File: config.mk
export PLATFORM = sky130hd
export DESIGN_NAME = isr_iter_flat
export DESIGN_NICKNAME = d
export VERILOG_FILES = /design/src/rtl/isr_iter_if.sv /design/src/rtl/isr_iter.sv /design/src/flat_wrapper.sv
export SDC_FILE = /design/constraint.sdc
export NUM_CORES = 1
export LEC_CHECK = 0
export CORE_ASPECT_RATIO = 1.5
export CORE_MARGIN = 2
export CORE_UTILIZATION = 55
export DETAILED_ROUTE_END_ITERATION = 12
export GPL_TIMING_DRIVEN = 0
export PLACE_DENSITY = 0.83
export SLEW_MARGIN = 20
export SYNTH_ARGS = -nofsm -noshare
export SYNTH_HDL_FRONTEND = slang
export SYNTH_SLANG_ARGS = --single-unit
File: constraint.sdc
create_clock -name clock -period 5.75 [get_ports clock]
set_input_delay 1.15 -clock clock [delete_from_list [all_inputs] [get_ports clock]]
set_output_delay 1.15 -clock clock [all_outputs]
set_load 0.03 [all_outputs]
File: src/rtl/isr_iter_if.sv
// rtl/isr_iter_if.sv - start/busy/done handshake and operand/result bundle for isr_iter
interface isr_iter_if #(
  parameter int WIDTH = 64
);
  logic               start;
  logic [WIDTH-1:0]   value;
  logic               round_mode;
  logic               busy;
  logic               done;
  logic [WIDTH/2-1:0] result;
  logic [WIDTH/2:0]   remainder;
  logic               sat;

  modport master (
    output start, value, round_mode,
    input  busy, done, result, remainder, sat
  );

  modport slave (
    input  start, value, round_mode,
    output busy, done, result, remainder, sat
  );
endinterface

File: src/rtl/isr_iter.sv
// rtl/isr_iter.sv - iterative restoring integer square root, STEPS root bits per clock,
// floor or round-to-nearest result with floor remainder and saturation flag.
module isr_iter #(
  parameter int WIDTH = 64,
  parameter int STEPS = 1
) (
  input  logic      clock,
  input  logic      reset,
  isr_iter_if.slave bus
);
  localparam int HW = WIDTH / 2;
  localparam int RW = HW + 2;
  localparam int N  = WIDTH / (2 * STEPS);
  localparam int CW = (N > 1) ? $clog2(N) : 1;

  typedef enum logic [1:0] {IDLE, CALC, ROUND, DONE} state_t;

  state_t          state_q, state_d;
  logic [WIDTH-1:0] rad_q, rad_d;
  logic [RW-1:0]   rem_q, rem_d;
  logic [HW-1:0]   root_q, root_d;
  logic [CW-1:0]   cnt_q, cnt_d;
  logic            mode_q, mode_d;
  logic [HW-1:0]   result_q, result_d;
  logic [HW:0]     remainder_q, remainder_d;
  logic            sat_q, sat_d;

  logic [WIDTH-1:0] it_rad;
  logic [RW-1:0]    it_rem;
  logic [RW-1:0]    it_trial;
  logic [HW-1:0]    it_root;
  logic             root_max;
  logic             round_up;

  // Radicand is consumed from the MSB end two bits per iteration.
  always_comb begin
    it_rad   = rad_q;
    it_rem   = rem_q;
    it_root  = root_q;
    it_trial = '0;
    for (int i = 0; i < STEPS; i++) begin
      it_rem   = {it_rem[RW-3:0], it_rad[WIDTH-1 -: 2]};
      it_trial = {it_root, 2'b01};
      it_rad   = {it_rad[WIDTH-3:0], 2'b00};
      if (it_rem >= it_trial) begin
        it_rem  = it_rem - it_trial;
        it_root = {it_root[HW-2:0], 1'b1};
      end else begin
        it_root = {it_root[HW-2:0], 1'b0};
      end
    end
  end

  // value - root^2 > root means the true root lies above root + 0.5.
  assign root_max = &root_q;
  assign round_up = mode_q && (rem_q > {2'b00, root_q});

  always_comb begin
    state_d     = state_q;
    rad_d       = rad_q;
    rem_d       = rem_q;
    root_d      = root_q;
    cnt_d       = cnt_q;
    mode_d      = mode_q;
    result_d    = result_q;
    remainder_d = remainder_q;
    sat_d       = sat_q;
    unique case (state_q)
      IDLE: begin
        if (bus.start) begin
          rad_d   = bus.value;
          mode_d  = bus.round_mode;
          rem_d   = '0;
          root_d  = '0;
          cnt_d   = CW'(N - 1);
          state_d = CALC;
        end
      end
      CALC: begin
        rad_d  = it_rad;
        rem_d  = it_rem;
        root_d = it_root;
        if (cnt_q == '0) begin
          state_d = ROUND;
        end else begin
          cnt_d = cnt_q - 1'b1;
        end
      end
      ROUND: begin
        remainder_d = rem_q[HW:0];
        sat_d       = round_up && root_max;
        result_d    = (round_up && !root_max) ? root_q + 1'b1 : root_q;
        state_d     = DONE;
      end
      DONE: begin
        state_d = IDLE;
      end
      default: begin
        state_d = IDLE;
      end
    endcase
  end

  always_ff @(posedge clock or negedge reset) begin
    if (!reset) begin
      state_q     <= IDLE;
      rad_q       <= '0;
      rem_q       <= '0;
      root_q      <= '0;
      cnt_q       <= '0;
      mode_q      <= 1'b0;
      result_q    <= '0;
      remainder_q <= '0;
      sat_q       <= 1'b0;
    end else begin
      state_q     <= state_d;
      rad_q       <= rad_d;
      rem_q       <= rem_d;
      root_q      <= root_d;
      cnt_q       <= cnt_d;
      mode_q      <= mode_d;
      result_q    <= result_d;
      remainder_q <= remainder_d;
      sat_q       <= sat_d;
    end
  end

  assign bus.busy      = (state_q != IDLE);
  assign bus.done      = (state_q == DONE);
  assign bus.result    = result_q;
  assign bus.remainder = remainder_q;
  assign bus.sat       = sat_q;
endmodule
File: src/flat_wrapper.sv
// flat-port wrapper written by rule: the top's interface ports become plain ports
module isr_iter_flat 
#(
  parameter int WIDTH = 64,
  parameter int STEPS = 1
)
  (clock, reset, bus_start, bus_value, bus_round_mode, bus_busy, bus_done, bus_result, bus_remainder, bus_sat);
  isr_iter_if #(.WIDTH(WIDTH)) bus_i ();
  input  logic clock;
  input  logic reset;
  input wire logic [$bits(bus_i.start)-1:0] bus_start;
  input wire logic [$bits(bus_i.value)-1:0] bus_value;
  input wire logic [$bits(bus_i.round_mode)-1:0] bus_round_mode;
  output wire logic [$bits(bus_i.busy)-1:0] bus_busy;
  output wire logic [$bits(bus_i.done)-1:0] bus_done;
  output wire logic [$bits(bus_i.result)-1:0] bus_result;
  output wire logic [$bits(bus_i.remainder)-1:0] bus_remainder;
  output wire logic [$bits(bus_i.sat)-1:0] bus_sat;
  assign bus_i.start = bus_start;
  assign bus_i.value = bus_value;
  assign bus_i.round_mode = bus_round_mode;
  assign bus_busy = bus_i.busy;
  assign bus_done = bus_i.done;
  assign bus_result = bus_i.result;
  assign bus_remainder = bus_i.remainder;
  assign bus_sat = bus_i.sat;
  isr_iter #(.WIDTH(WIDTH), .STEPS(STEPS)) u_core (.clock(clock), .reset(reset), .bus(bus_i));
endmodule
==> results of run 1 <==
## stage by stage
step                      power [mW]  TNS, ns  hold WS (ns)
after floorplan                 6.13        0         0.450
after global placement          7.70  -954.01         0.461
after detailed placement        7.80        0         0.470
after CTS                       9.14        0         0.475
after global routing            9.79        0         0.483
final                           9.16        0         0.482
## cell type report
| cell class | count | area share, % |
|---|---|---|
| plain buffers | 79 | 2.60 |
| clock buffers | 31 | 4.27 |
| clock inverters | 3 | 0.316 |
| inverters | 47 | 1.29 |
| multi-input cells | 899 | 42.2 |
| flip-flops and latches | 204 | 36.8 |
| well taps | 264 | 2.38 |
| repair buffers | 137 | 10.2 |
## logic make-up (layout without fill, tap and decap cells)
group | Yosys count | after routing | share of synthesized area (%)
buffers and inverters | 126 | 297 | 4.69
adder cells (fa/ha/maj) | 42 | 42 | 4.57
AND/OR/NAND/NOR | 364 | 364 | 14.9
multiplexers | 113 | 113 | 10.2
XOR/XNOR | 46 | 46 | 3.50
AO/OA/AOI/OAI | 334 | 334 | 17.8
flip-flops | 204 | 204 | 44.4
## routing by layer
layer | global-route usage, % | up-vias
met2 | 52.0 | 376
met1 | 32.8 | 4789
met5 | 0 | -
li1 | - | 4698
met4 | 14.3 | 0
met3 | 4.26 | 108
## cells in the mapped netlist, drive strengths merged, types with 3 or more instances
cell type,count
nor4,6
mux2,35
a211oi,10
xnor2,33
buf,31
and4,6
dfrtp,204
nand2,179
nor2b,5
o21a,6
nand4,23
a21o,14
o31ai,8
a32oi,14
o211ai,5
nand2b,4
or3,6
and3,7
a31o,3
nand3,26
a21boi,5
or4,3
a22o,3
a2111oi,8
o221ai,3
inv,47
clkbuf,48
a31oi,14
o2bb2ai,3
and2,5
ha,42
xor2,13
o21bai,4
or2,3
nor3,21
mux2i,78
nor2,63
o21ai,147
a21oi,70
## worst max-delay path, delay by kind of cell
kind | cells | cell delay [ns]
AO/OA/AOI/OAI | 2 | 0.87
AND/OR/NAND/NOR | 2 | 0.27
buffers and inverters | 4 | 2.07
## registers in the layout, summed over array words and instances, names as in the netlist
| register | cells |
|---|---|
| u_core.rad_q | 64 |
| u_core.bus.remainder | 33 |
| u_core.bus.result | 32 |
| u_core.state_q | 2 |
| u_core.bus.sat | 1 |
| u_core.cnt_q | 5 |
| u_core.root_q | 32 |
| u_core.mode_q | 1 |
| u_core.rem_q | 34 |
## final timing paths
check,start,endpoint,slack (ns)
min in group clock,u_core.rad_q[58],u_core.rad_q[58],0.49
hold / removal,reset,u_core.rad_q[14],0.48
max in group asynchronous,reset,u_core.rem_q[26],4.55
setup / recovery,bus_start,u_core.rem_q[21],1.82
hold reg to reg,u_core.rad_q[58],u_core.rad_q[58],0.49
setup reg to reg,u_core.root_q[9],u_core.bus.result[22],2.00
## power breakdown
| part | leakage [nW] | internal [mW] | switching, mW |
|---|---|---|---|
| clock network | 0.311 | 0.753 | 0.549 |
| registers | 2.61 | 2.02 | 0.419 |
| logic | 3.06 | 2.08 | 3.35 |
| total | 5.98 | 4.84 | 4.31 |
==> results.sh, run 1 <==
export IMPL_status="finished clean"
export IMPL_cp_end_kind="flip-flop"
export IMPL_grt_setup_unrepaired="no"
export IMPL_cp_slowest_stage_delay_ns=0.77
export IMPL_final_common_cell="dfrtp_1"
export IMPL_num_fill_cells=1663
export IMPL_synthCells=1229
export IMPL_wl_met3_mm=1.82
export IMPL_timing_final_ws_setup_ns=1.82
export IMPL_synth_edf_count=0
export IMPL_drt_first_pass_iters=6
export IMPL_dpl_cell_count=1630
export IMPL_area_sequential_um2=5100
export IMPL_yosys_most_used_dff="dfrtp_1"
export IMPL_cts_root_buf="clkbuf_16"
export IMPL_p_per_area_nw_per_um2=660
export IMPL_synth_top_cell_area_share_pct=44.4
export IMPL_vdd_ir_drop_max_v=0.000320
export IMPL_yosys_warnings=0
export IMPL_maxCapViolations=0
export IMPL_post_route_util_pct=67.7
export IMPL_top_layer="met4"
export IMPL_die_w_um=122
export IMPL_synthDistinctLibCells=72
export IMPL_viasPerCell=5.99
export IMPL_max_slew_margin_pct=37.3
export IMPL_clk_path_buf_depth=3
export IMPL_multi_input_area_um2=5860
export IMPL_dpl_hpwl_mm=24.1
export IMPL_die_y_um=181
export IMPL_slowest_stage="a21boi_0"
export IMPL_period_share_pct=68.3
export IMPL_place_ws_ns=1.34
export IMPL_grt_overflow=0
export IMPL_cts_buffers_inserted=20
export IMPL_avgSynthCellArea_um2=9.36
export IMPL_path_cells="clkdlybuf4s50_1 -> nand2_1 -> a21boi_0 -> clkbuf_1 -> clkbuf_1 -> clkbuf_1 -> nand2_1 -> o21ai_0"
export IMPL_cp_common_cell="clkbuf_1"
export IMPL_synth_nets=1339
export IMPL_final_cell_mix="204 x dfrtp_1, 177 x nand2_1, 134 x clkdlybuf4s50_1, 133 x o21ai_0, 78 x mux2i_1"
export IMPL_yosys_top_cells_area="dfrtp_1 44%, mux2i_1 6.8%, o21ai_0 5.8%, nand2_1 5.8%, ha_1 4.6%"
export IMPL_finalSetupViolCount=0
export IMPL_fin_skew_ns=0.0159
export IMPL_num_rows=64
export IMPL_path_max_fanout=10
export IMPL_wl_met2_mm=16.3
export IMPL_worstHoldPathType="input pin to async pin"
export IMPL_post_cts_buffers=0
export IMPL_hold_violations=0
export IMPL_placed_area_um2=13200
export IMPL_fmax_mhz=255
export IMPL_synth_area_um2=11500
export IMPL_cts_tree="yes"
export IMPL_cts_htree_levels=1
export IMPL_async_flop_share_pct=100
export IMPL_layout_nets=1498
export IMPL_areaGrowthSynthToFinish_pct=20.7
export IMPL_antenna_found_initial=0
export IMPL_port_buffers=135
export IMPL_insertion_delay_ns=0.51
export IMPL_ant_nets=0
export IMPL_die_area_um2=22100
export IMPL_crit_arrival_ns=4.35
export IMPL_path_class="input pin to flip-flop"
export IMPL_cts_hold_buffers_added=0
export IMPL_r2r_cells=13
export IMPL_wl_met1_mm=11.6
export IMPL_p_leak_nw=5.98
export IMPL_cp_start_kind="input pin"
export IMPL_ys_ff_latch=204
export IMPL_cts_resized=0
export IMPL_drive_gt1_share_pct=8.07
export IMPL_drc=0
export IMPL_grt_pass1_wl_mm=50.8
export IMPL_cp_required_ns=6.17
export IMPL_synth_largest_area_cell="dfrtp_1"
export IMPL_finalMaxSlewViolations=0
export IMPL_finalInstanceArea_um2=13900
export IMPL_period_needed_ns=3.93
export IMPL_clock_sinks=204
export IMPL_worst_pin_slew_ns=0.932
export IMPL_drtIter0Drc=741
export IMPL_wl_per_cell_um=18.9
export IMPL_grt_usage_pct=28.9
export IMPL_pin_count=136
export IMPL_wirelength_mm=31.4
export IMPL_antenna_cells=0
export IMPL_gp_congestion=0.972
export IMPL_fin_cells=1664
export IMPL_core_area_um2=20500
export IMPL_grt_pass1_vias=10200
export IMPL_via_count=9971
export IMPL_path_clk_slew_ns=0.06
export IMPL_initial_core_util_pct=56.1
export IMPL_synth_seq_area_share_pct=44.4
export IMPL_grt_max_degree=96
No activity file was read; power rests on OpenSTA's default activity.
==> inputs of run 2 (changes only) <==
--- a/config.mk
+++ b/config.mk
@@ -7,10 +7,10 @@
 export LEC_CHECK = 0
 export CORE_ASPECT_RATIO = 1.5
 export CORE_MARGIN = 2
-export CORE_UTILIZATION = 55
+export CORE_UTILIZATION = 51
 export DETAILED_ROUTE_END_ITERATION = 12
 export GPL_TIMING_DRIVEN = 0
-export PLACE_DENSITY = 0.83
+export PLACE_DENSITY = 0.81
 export SLEW_MARGIN = 20
 export SYNTH_ARGS = -nofsm -noshare
 export SYNTH_HDL_FRONTEND = slang
==> constraint.sdc (replaced) <==
create_clock -name clock -period 3.16 [get_ports clock]
set_input_delay 0.632 -clock clock [delete_from_list [all_inputs] [get_ports clock]]
set_output_delay 0.632 -clock clock [all_outputs]
set_load 0.03 [all_outputs]
==> results.sh, run 2 (synthesized netlist as in run 1, its figures left out) <==
export IMPL_tns_ns=0
export IMPL_p_leak_nw=6.10
export IMPL_viasPerCell=5.88
export IMPL_largest_reg_flops=64
export IMPL_num_rows=67
export IMPL_initial_core_util_pct=51.8
export IMPL_wl_per_cell_um=18.9
export IMPL_drc=0
export IMPL_switchingPower_mw=8.03
export IMPL_wirelength_mm=31.9
export IMPL_cp_slowest_stage_delay_ns=0.45
export IMPL_internal_power_mw=9.21
export IMPL_cts_root_buf="clkbuf_16"
export IMPL_layout_nets=1503
export IMPL_r2r_slack_ns=0.002
export IMPL_path_class="flip-flop to flip-flop"
export IMPL_period_share_pct=99.9
export IMPL_largest_register="u_core.rad_q"
export IMPL_final_cell_mix="201 x dfrtp_1, 175 x nand2_1, 134 x clkdlybuf4s50_1, 132 x o21ai_0, 78 x mux2i_1"
export IMPL_seqPwrFrac_pct=25.8
export IMPL_p_per_area_nw_per_um2=1220
export IMPL_dpl_hpwl_mm=24.5
export IMPL_finalMaxSlewViolations=0
export IMPL_die_w_um=127
export IMPL_areaGrowthSynthToFinish_pct=23.3
export IMPL_grt_pass1_vias=10300
export IMPL_cts_tree="yes"
export IMPL_drtIter0Drc=664
export IMPL_worst_pin_slew_ns=0.754
export IMPL_final_common_cell="dfrtp_1"
export IMPL_cts_htree_levels=1
export IMPL_gp_congestion=0.987
export IMPL_clk_path_buf_depth=3
export IMPL_p_sw_share_pct=46.6
export IMPL_via_count=9896
export IMPL_r2r_start="u_core.root_q[26]"
export IMPL_path_clk_slew_ns=0.06
export IMPL_hold_violations=0
export IMPL_grt_max_degree=99
export IMPL_comb_power_share_pct=59.2
export IMPL_antenna_found_initial=0
export IMPL_fin_skew_ns=0.0277
export IMPL_fin_cells=1684
export IMPL_status="finished clean"
export IMPL_cp_end_kind="flip-flop"
export IMPL_cp_start_kind="flip-flop"
export IMPL_slowest_stage="dfrtp_1"
export IMPL_drive_gt1_share_pct=11.2
export IMPL_fmax_mhz=317
export IMPL_cts_buffers_inserted=21
export IMPL_placed_area_um2=13300
export IMPL_dpl_cell_count=1642
export IMPL_timing_final_ws_setup_ns=0.00197
export IMPL_period_needed_ns=3.16
export IMPL_insertion_delay_ns=0.52
export IMPL_r2r_end="u_core.bus.result[16]"
export IMPL_cp_required_ns=3.54
export IMPL_path_cells="inv_1 -> ha_1 -> buf_2 -> nand4_1 -> o211a_1 -> o21ai_0 -> o311a_4 -> nand3_2 -> a21oi_1 -> mux2i_1 -> or3_1"
export IMPL_finalInstanceArea_um2=14200
export IMPL_drt_first_pass_iters=5
export IMPL_clock_sinks=204
export IMPL_die_y_um=188
export IMPL_grt_setup_unrepaired="yes"
export IMPL_path_max_fanout=8
export IMPL_worstHoldPathType="input pin to async pin"
export IMPL_max_slew_margin_pct=49.7
export IMPL_r2r_cells=11
export IMPL_antenna_cells=0
export IMPL_vdd_ir_drop_max_v=0.000772
export IMPL_grt_pass1_wl_mm=52.1
export IMPL_place_ws_ns=-0.700
export IMPL_maxCapViolations=0
export IMPL_pin_count=136
export IMPL_die_area_um2=23800
export IMPL_grt_usage_pct=27.2
export IMPL_ant_nets=0
export IMPL_core_area_um2=22200
export IMPL_post_route_util_pct=63.9
export IMPL_crit_arrival_ns=3.54
export IMPL_port_buffers=135
export IMPL_power_clock_fraction_pct=15.0
export IMPL_finalSetupViolCount=0
export IMPL_grt_overflow=0
## run 2: routing by layer
| layer | up-vias | global-route usage (%) | share of wire [%] |
|---|---|---|---|
| li1 | 4715 | - | - |
| met1 | 4810 | 30.6 | 37 |
| met2 | 288 | 49.8 | 53 |
| met3 | 83 | 3.88 | 4.8 |
| met4 | 0 | 12.9 | 4.6 |
| met5 | - | 0 | 0 |
## run 2: stage by stage
step | total power, mW | hold slack, ns
3_3_place_gp | 14.0 | 0.461
2_1_floorplan | 11.2 | 0.336
6_report | 17.2 | 0.00534
5_1_grt | 18.5 | 0.0241
3_5_place_dp | 14.2 | 0.470
4_1_cts | 17.1 | 0.00957
## run 2: power groups by stage
stage | clock [mW] | combinational, mW | sequential (mW)
6_report | 2.58 | 10.2 | 4.45
5_1_grt | 2.72 | 11.2 | 4.57
4_1_cts | 2.62 | 10.0 | 4.46
3_5_place_dp | 0 | 9.74 | 4.48
3_3_place_gp | 0 | 9.56 | 4.43
2_1_floorplan | 0 | 6.25 | 4.91
## run 2: area by class of cell
| cell class | count | area, um2 |
|---|---|---|
| clock buffers | 34 | 664 |
| clock inverters | 4 | 60.1 |
| flip-flops and latches | 204 | 5110 |
| inverters | 47 | 179 |
| repair buffers | 144 | 1480 |
| fillers | 1824 | 8030 |
| plain buffers | 76 | 378 |
| well taps | 276 | 345 |
| multi-input cells | 899 | 5970 |
## run 2: worst max-delay path by stage
stage	start	to	slack [ns]	cells after the start
finish	u_core.root_q[26]	u_core.bus.result[16]	0.002	11
global route	u_core.root_q[27]	u_core.bus.result[6]	-0.12	11
CTS	u_core.root_q[19]	u_core.rem_q[29]	0.001	13
detailed placement	bus_start	u_core.rem_q[16]	-0.70	8
global placement	reset	u_core.rad_q[12]	-6.93	1
floorplan	u_core.root_q[9]	u_core.bus.result[28]	0.23	13
## run 2: critical path: cells and delay by family (launching register included)
| family | cells | cell delay (ns) |
|---|---|---|
| buffers and inverters | 2 | 0.29 |
| multiplexers | 1 | 0.15 |
| AO/OA/AOI/OAI | 4 | 1.10 |
| flip-flops | 1 | 0.45 |
| AND/OR/NAND/NOR | 3 | 0.77 |
| adder cells (fa/ha/maj) | 1 | 0.28 |
## run 2: what timing repair did
item / 4_1_cts / 5_1_grt
hold buffers: 0 / 0
endpoints found under the setup margin: 129 / 100
gates resized for setup: 20 / 32
pin swaps: 2 / 4
buffers inserted: 2 / 5
==> RTL edit 1, RTL diff (flow settings as in run 2) <==
`WIDTH` is set to 64 in 3 places; all go to 32.
--- a/src/rtl/isr_iter_if.sv
+++ b/src/rtl/isr_iter_if.sv
@@ -1,5 +1,5 @@
 // rtl/isr_iter_if.sv - start/busy/done handshake and operand/result bundle for isr_iter
 interface isr_iter_if #(
-  parameter int WIDTH = 64
+  parameter int WIDTH = 32
 );
   logic               start;
--- a/src/rtl/isr_iter.sv
+++ b/src/rtl/isr_iter.sv
@@ -2,5 +2,5 @@
 // floor or round-to-nearest result with floor remainder and saturation flag.
 module isr_iter #(
-  parameter int WIDTH = 64,
+  parameter int WIDTH = 32,
   parameter int STEPS = 1
 ) (
--- a/src/flat_wrapper.sv
+++ b/src/flat_wrapper.sv
@@ -2,5 +2,5 @@
 module isr_iter_flat 
 #(
-  parameter int WIDTH = 64,
+  parameter int WIDTH = 32,
   parameter int STEPS = 1
 )
Interface: changed (resized bus_remainder, bus_result and bus_value); port bits go from 136 to 72. No check against the original RTL was run, so the function may have changed too.
==> RTL edit 1 against run 2 <==
  * Cell area down 46%
  * Maximum frequency rose by 3.6%
  * Via count fell by 39%
  * Power fell by 50%
  * Synthesized area is 45% lower
  * Clock power down 57%
  * Routed wire length down 44%
  * Sequential cell count fell by 97
  * Setup slack better by 0.11 ns
  * Critical endpoint is now u_core.rem_q[5]
==> RTL edit 1: results (changes against run 2) <==
----------------------------------------------------
[Layout]
  Share of post-route cells with drive strength above 1 ... 0.0734 (-0.0388)
  Total Nets Final ... 846 (-44%)
  Number of inserted filler cells in the final layout ... 1027 (-44%)
  Register with the highest flop count ... u_core.rad_q
  Number of flip-flops under the largest register name ... 32 (-50%)
  Final design instance area without fill ... 7600 um^2 (-46%)

[Place]
  Placer congestion estimate ... 0.969 (-1.8%)
  Placed instance count ... 928 (-43%)
  DPL Wire Length ... 13300 um (-46%)
  Dpl cell area ... 7280 um^2 (-45%)
  Number of input and output port buffers inserted ... 71 (-47%)
  Post-place setup slack ... -0.138 ns (+0.561 ns)

[Clock network]
  H-Tree Level Count ... 3 (+2)
  Number of CTS-inserted buffers ... 9 (-57%)
  Worst-skew pair later-pin latency ... 0.35 ns (-0.17 ns)
  Maximum clock insertion buffer count ... 2 (-1)

[Yosys]
  Post-synthesis net count ... 764 (-43%)
  Sequential fraction of the synthesis area ... 0.422 (-0.0221)
  Number of library cell types mapped by synthesis ... 57 (-21%)
  Number of cells produced by synthesis ... 703 (-43%)
  Number of warnings printed during yosys synthesis ... 0 (unchanged)
  Top cells by area in the synthesized netlist ... sky130_fd_sc_hd__dfrtp_1 (42%), sky130_fd_sc_hd__o21ai_0 (6.0%), sky130_fd_sc_hd__nand2_1 (5.0%)
  Top cells by instance count after synthesis ... sky130_fd_sc_hd__dfrtp_1 (107), sky130_fd_sc_hd__nand2_1 (85), sky130_fd_sc_hd__o21ai_0 (76)

[Timing]
  Hold slack final ... 0.141 ns (+0.136 ns)
  Pin slew with the least headroom to its limit ... 0.810 ns (+0.0557 ns)
  Fin worst setup slack ... 0.113 ns (+0.111 ns)
  Worst clock skew ... 0.00842 ns (-0.0192 ns)

[Worst setup path]
  Endpoint arrival time on the critical path ... 3.28 ns (-0.26 ns)
  Critical register-to-register path endpoint ... u_core.rem_q[5]
  Number of cells on the worst reg-to-reg path ... 9 (-2)
  Worst reg2reg startpoint ... u_core.root_q[3]
  Largest fanout of any net on the critical path ... 10 (+2)

[Drt]
  First-pass iteration count of the detailed router ... 6 (+1)
  Iteration-0 DRC count of the detailed router ... 526 (-21%)
  Detailed-route wire length ... 17700 um (-44%)
  WL/cell ... 18.8 um (-0.68%)
  Number of vias after detailed routing ... 6032 (-39%)

[GRT]
  Combined global-route utilization of all metal layers ... 0.269 (-0.00271)
  Maximum number of pins on one net before global-route repair ... 81 (-18%)
  Global-route wire length before repair ... 28500 um (-45%)

[Power and ir drop]
  Leakage ... 3.17 nW (-48%)
  IR Drop Worst-Case VDD ... 595 uV (-23%)

[Status]
  Outcome ... finished, final reports clean

[Die]
  Area of the placeable core ... 12100 um^2 (-46%)

----------------------------------------------------
[RTL edit 1: final cells by class]
cell class,count,area share
sequential,107,0.352
tap,153,0.0252
multi-input combinational,519,0.446
timing repair buffer,73,0.0983
buffer,45,0.0255
clock buffer,11,0.0319
clock inverter,5,0.00560
inverter,30,0.0148
[RTL edit 1: how the worst max path moves through the flow]
stage	startpoint	to	cells past startpoint
after floorplan	u_core.root_q[7]	u_core.rem_q[8]	9
after global placement	reset	u_core.bus.remainder[13]	1
after detailed placement	u_core.root_q[13]	u_core.rem_q[4]	10
after CTS	u_core.root_q[5]	u_core.rem_q[16]	9
after global routing	u_core.root_q[10]	u_core.rem_q[5]	9
final	u_core.root_q[3]	u_core.rem_q[5]	9
[RTL edit 1: metal layers]
layer / vias to the layer above / global-route usage / share of wire
li1: 2760 / - / -
met3: 80 / 0.0449 / 0.057
met2: 297 / 0.487 / 0.52
met4: 0 / 0.132 / 0.047
met1: 2895 / 0.296 / 0.37
met5: - / 0 / 0
[RTL edit 1: cell families (layout without fill, tap and decap cells)]
family | after synthesis | count (layout) | share of synthesized area
AND/OR/NAND/NOR | 239 | 239 | 0.185
AO/OA/AOI/OAI | 199 | 199 | 0.205
flip-flops | 107 | 107 | 0.422
buffers and inverters | 77 | 164 | 0.0489
multiplexers | 48 | 48 | 0.0792
adder cells (fa/ha/maj) | 25 | 25 | 0.0493
XOR/XNOR | 8 | 8 | 0.0110
[RTL edit 1: power by group]
part	switching, mW	internal [mW]
combinational	3.31	1.93
sequential	0.415	1.88
clock	0.527	0.569
total	4.25	4.38
[RTL edit 1: worst max-delay path, stage by stage, from the launching register on]
cell	delay, ns
sky130_fd_sc_hd__dfrtp_1	0.46
sky130_fd_sc_hd__inv_1	0.08
sky130_fd_sc_hd__ha_1	0.28
sky130_fd_sc_hd__clkbuf_1	0.32
sky130_fd_sc_hd__nand4_1	0.29
sky130_fd_sc_hd__nor4_2	0.43
sky130_fd_sc_hd__a311o_1	0.29
sky130_fd_sc_hd__buf_2	0.22
sky130_fd_sc_hd__nor2_1	0.17
sky130_fd_sc_hd__a311o_1	0.38
[RTL edit 1: repair_timing]
item	CTS	global route
setup buffers	0	1
endpoints found under the setup margin	16	32
hold endpoints to repair	0	0
pin swaps	0	1
gates resized for setup	3	8
==> RTL edit 2, RTL diff (settings of run 2) <==
Without the edit above. Take the reset off `result_q` and load it in a clocked block of its own.
--- a/src/rtl/isr_iter.sv
+++ b/src/rtl/isr_iter.sv
@@ -110,5 +110,4 @@
       cnt_q       <= '0;
       mode_q      <= 1'b0;
-      result_q    <= '0;
       remainder_q <= '0;
       sat_q       <= 1'b0;
@@ -120,8 +119,11 @@
       cnt_q       <= cnt_d;
       mode_q      <= mode_d;
-      result_q    <= result_d;
       remainder_q <= remainder_d;
       sat_q       <= sat_d;
     end
+  end
+
+  always_ff @(posedge clock) begin
+    result_q <= result_d;
   end
 
Function: same outputs for any inputs over 10 cycles, from zero or initial values and one cycle with reset low; that may be too few to reach the edited logic, so the function may still have changed.
==> RTL edit 2 against run 2 <==
  * Routed wire length is 16% lower
  * Global-route usage is 3.4 points lower
  * Setup slack better by 0.011 ns
  * Power is 8.2% lower
  * Sequential cell count stayed put
  * Cell area is 4.5% lower
  * Cell count is 9.5% lower
  * Synthesized area is 6.2% lower
  * Critical endpoint is now u_core.bus.result[20]
==> RTL edit 2: results (changes against run 2) <==
----------------------------------------------------
[Status]
  Outcome ... finished, final reports clean

[GRT]
  Maximum number of pins on one net before global-route repair ... 71 (-28%)
  Via count of the first global-routing pass ... 8609 (-16%)
  Global-route wire length before repair ... 42400 um (-19%)
  Combined global-route utilization of all metal layers ... 0.238 (-0.0336)

[Yosys]
  Post-synthesis net count ... 1179 (-12%)
  Post-synth ARST share ... 0.843 (-0.157)
  Mean instance size in the synthesized netlist ... 10.1 um^2 (+7.8%)
  Number of library cell types mapped by synthesis ... 62 (-14%)
  Top cells by area in the synthesized netlist ... sky130_fd_sc_hd__dfrtp_1 (40%), sky130_fd_sc_hd__edfxtp_1 (8.9%), sky130_fd_sc_hd__mux2i_1 (7.3%)

[Die]
  Width of the die ... 123 um (-3.1%)

[Place]
  Dpl cell area ... 12600 um^2 (-5.3%)
  Placed instance count ... 1475 (-10%)
  Placer congestion estimate ... 0.911 (-7.7%)

[Drt]
  Iteration-0 DRC count of the detailed router ... 648 (-2.4%)
  Number of vias after detailed routing ... 8528 (-14%)
  Routed vias/inst ... 5.60 (-4.8%)
  WL/cell ... 17.6 um (-7.2%)

[Worst setup path]
  Largest fanout of any net on the critical path ... 7 (-1)
  Endpoint arrival time on the critical path ... 3.39 ns (-0.15 ns)
  CP startpoint ... u_core.rem_q[14]
  Critical-path top delay cell ... sky130_fd_sc_hd__dfrtp_2
  Gate family responsible for the most delay along the worst path ... simple AND/OR/NAND/NOR gates

[Timing]
  Worst slew margin ... 0.492 (-0.00556)

[Power and ir drop]
  Overall power ... 15.8 mW (-8.2%)
  Leakage ... 5.69 nW (-6.7%)
  Net load switching power ... 6.97 mW (-13%)

[Layout]
  Share of post-route cells with drive strength above 1 ... 0.123 (+0.0112)

----------------------------------------------------
==> RTL edit 2: what timing repair did <==
| action | 4_1_cts | 5_1_grt |
|---|---|---|
| setup buffers | 5 | 13 |
| resized for setup | 23 | 35 |
| pin swaps | 1 | 10 |
| setup endpoints to repair | 113 | 93 |
| endpoints found under the hold margin | 34 | 0 |
| hold buffers | 1 | 0 |
==> RTL edit 2: path summary, 6_finish.rpt <==
path,slack (ns),end,depth (start not counted)
setup / recovery,0.01,u_core.bus.result[20],11
hold / removal,0.48,u_core.rad_q[53],2
setup reg to reg,0.01,u_core.bus.result[20],11
hold reg to reg,0.48,u_core.rad_q[53],2
max in group asynchronous,1.57,u_core.bus.remainder[29],4
min in group asynchronous,0.58,u_core.bus.remainder[4],2
==> RTL edit 2: final cells by class <==
class	count	share of cell area
inverter	49	0.0136
tap	268	0.0248
clock inverter	7	0.00508
timing repair buffer	157	0.116
clock buffer	28	0.0445
sequential	204	0.389
multi-input combinational	762	0.390
buffer	49	0.0163
==> RTL edit 2: cell families (layout without fill, tap and decap cells) <==
| kind of cell | count (synthesis) | count (layout) |
|---|---|---|
| and+or+nand+nor | 278 | 278 |
| adders and majority gates | 42 | 42 |
| xor gates and xnor gates | 64 | 64 |
| DFF | 204 | 204 |
| muxes | 113 | 113 |
| AOI/OAI and AO/OA | 265 | 265 |
| buffers and inverters | 103 | 290 |
==> RTL edit 2: routing by layer <==
layer,GRT usage,routed length (um),vias to the layer above
li1,-,-,4127
met1,0.276,10100,4075
met2,0.433,14100,262
met3,0.0359,1620,64
met4,0.0938,947,0
met5,0,0,-
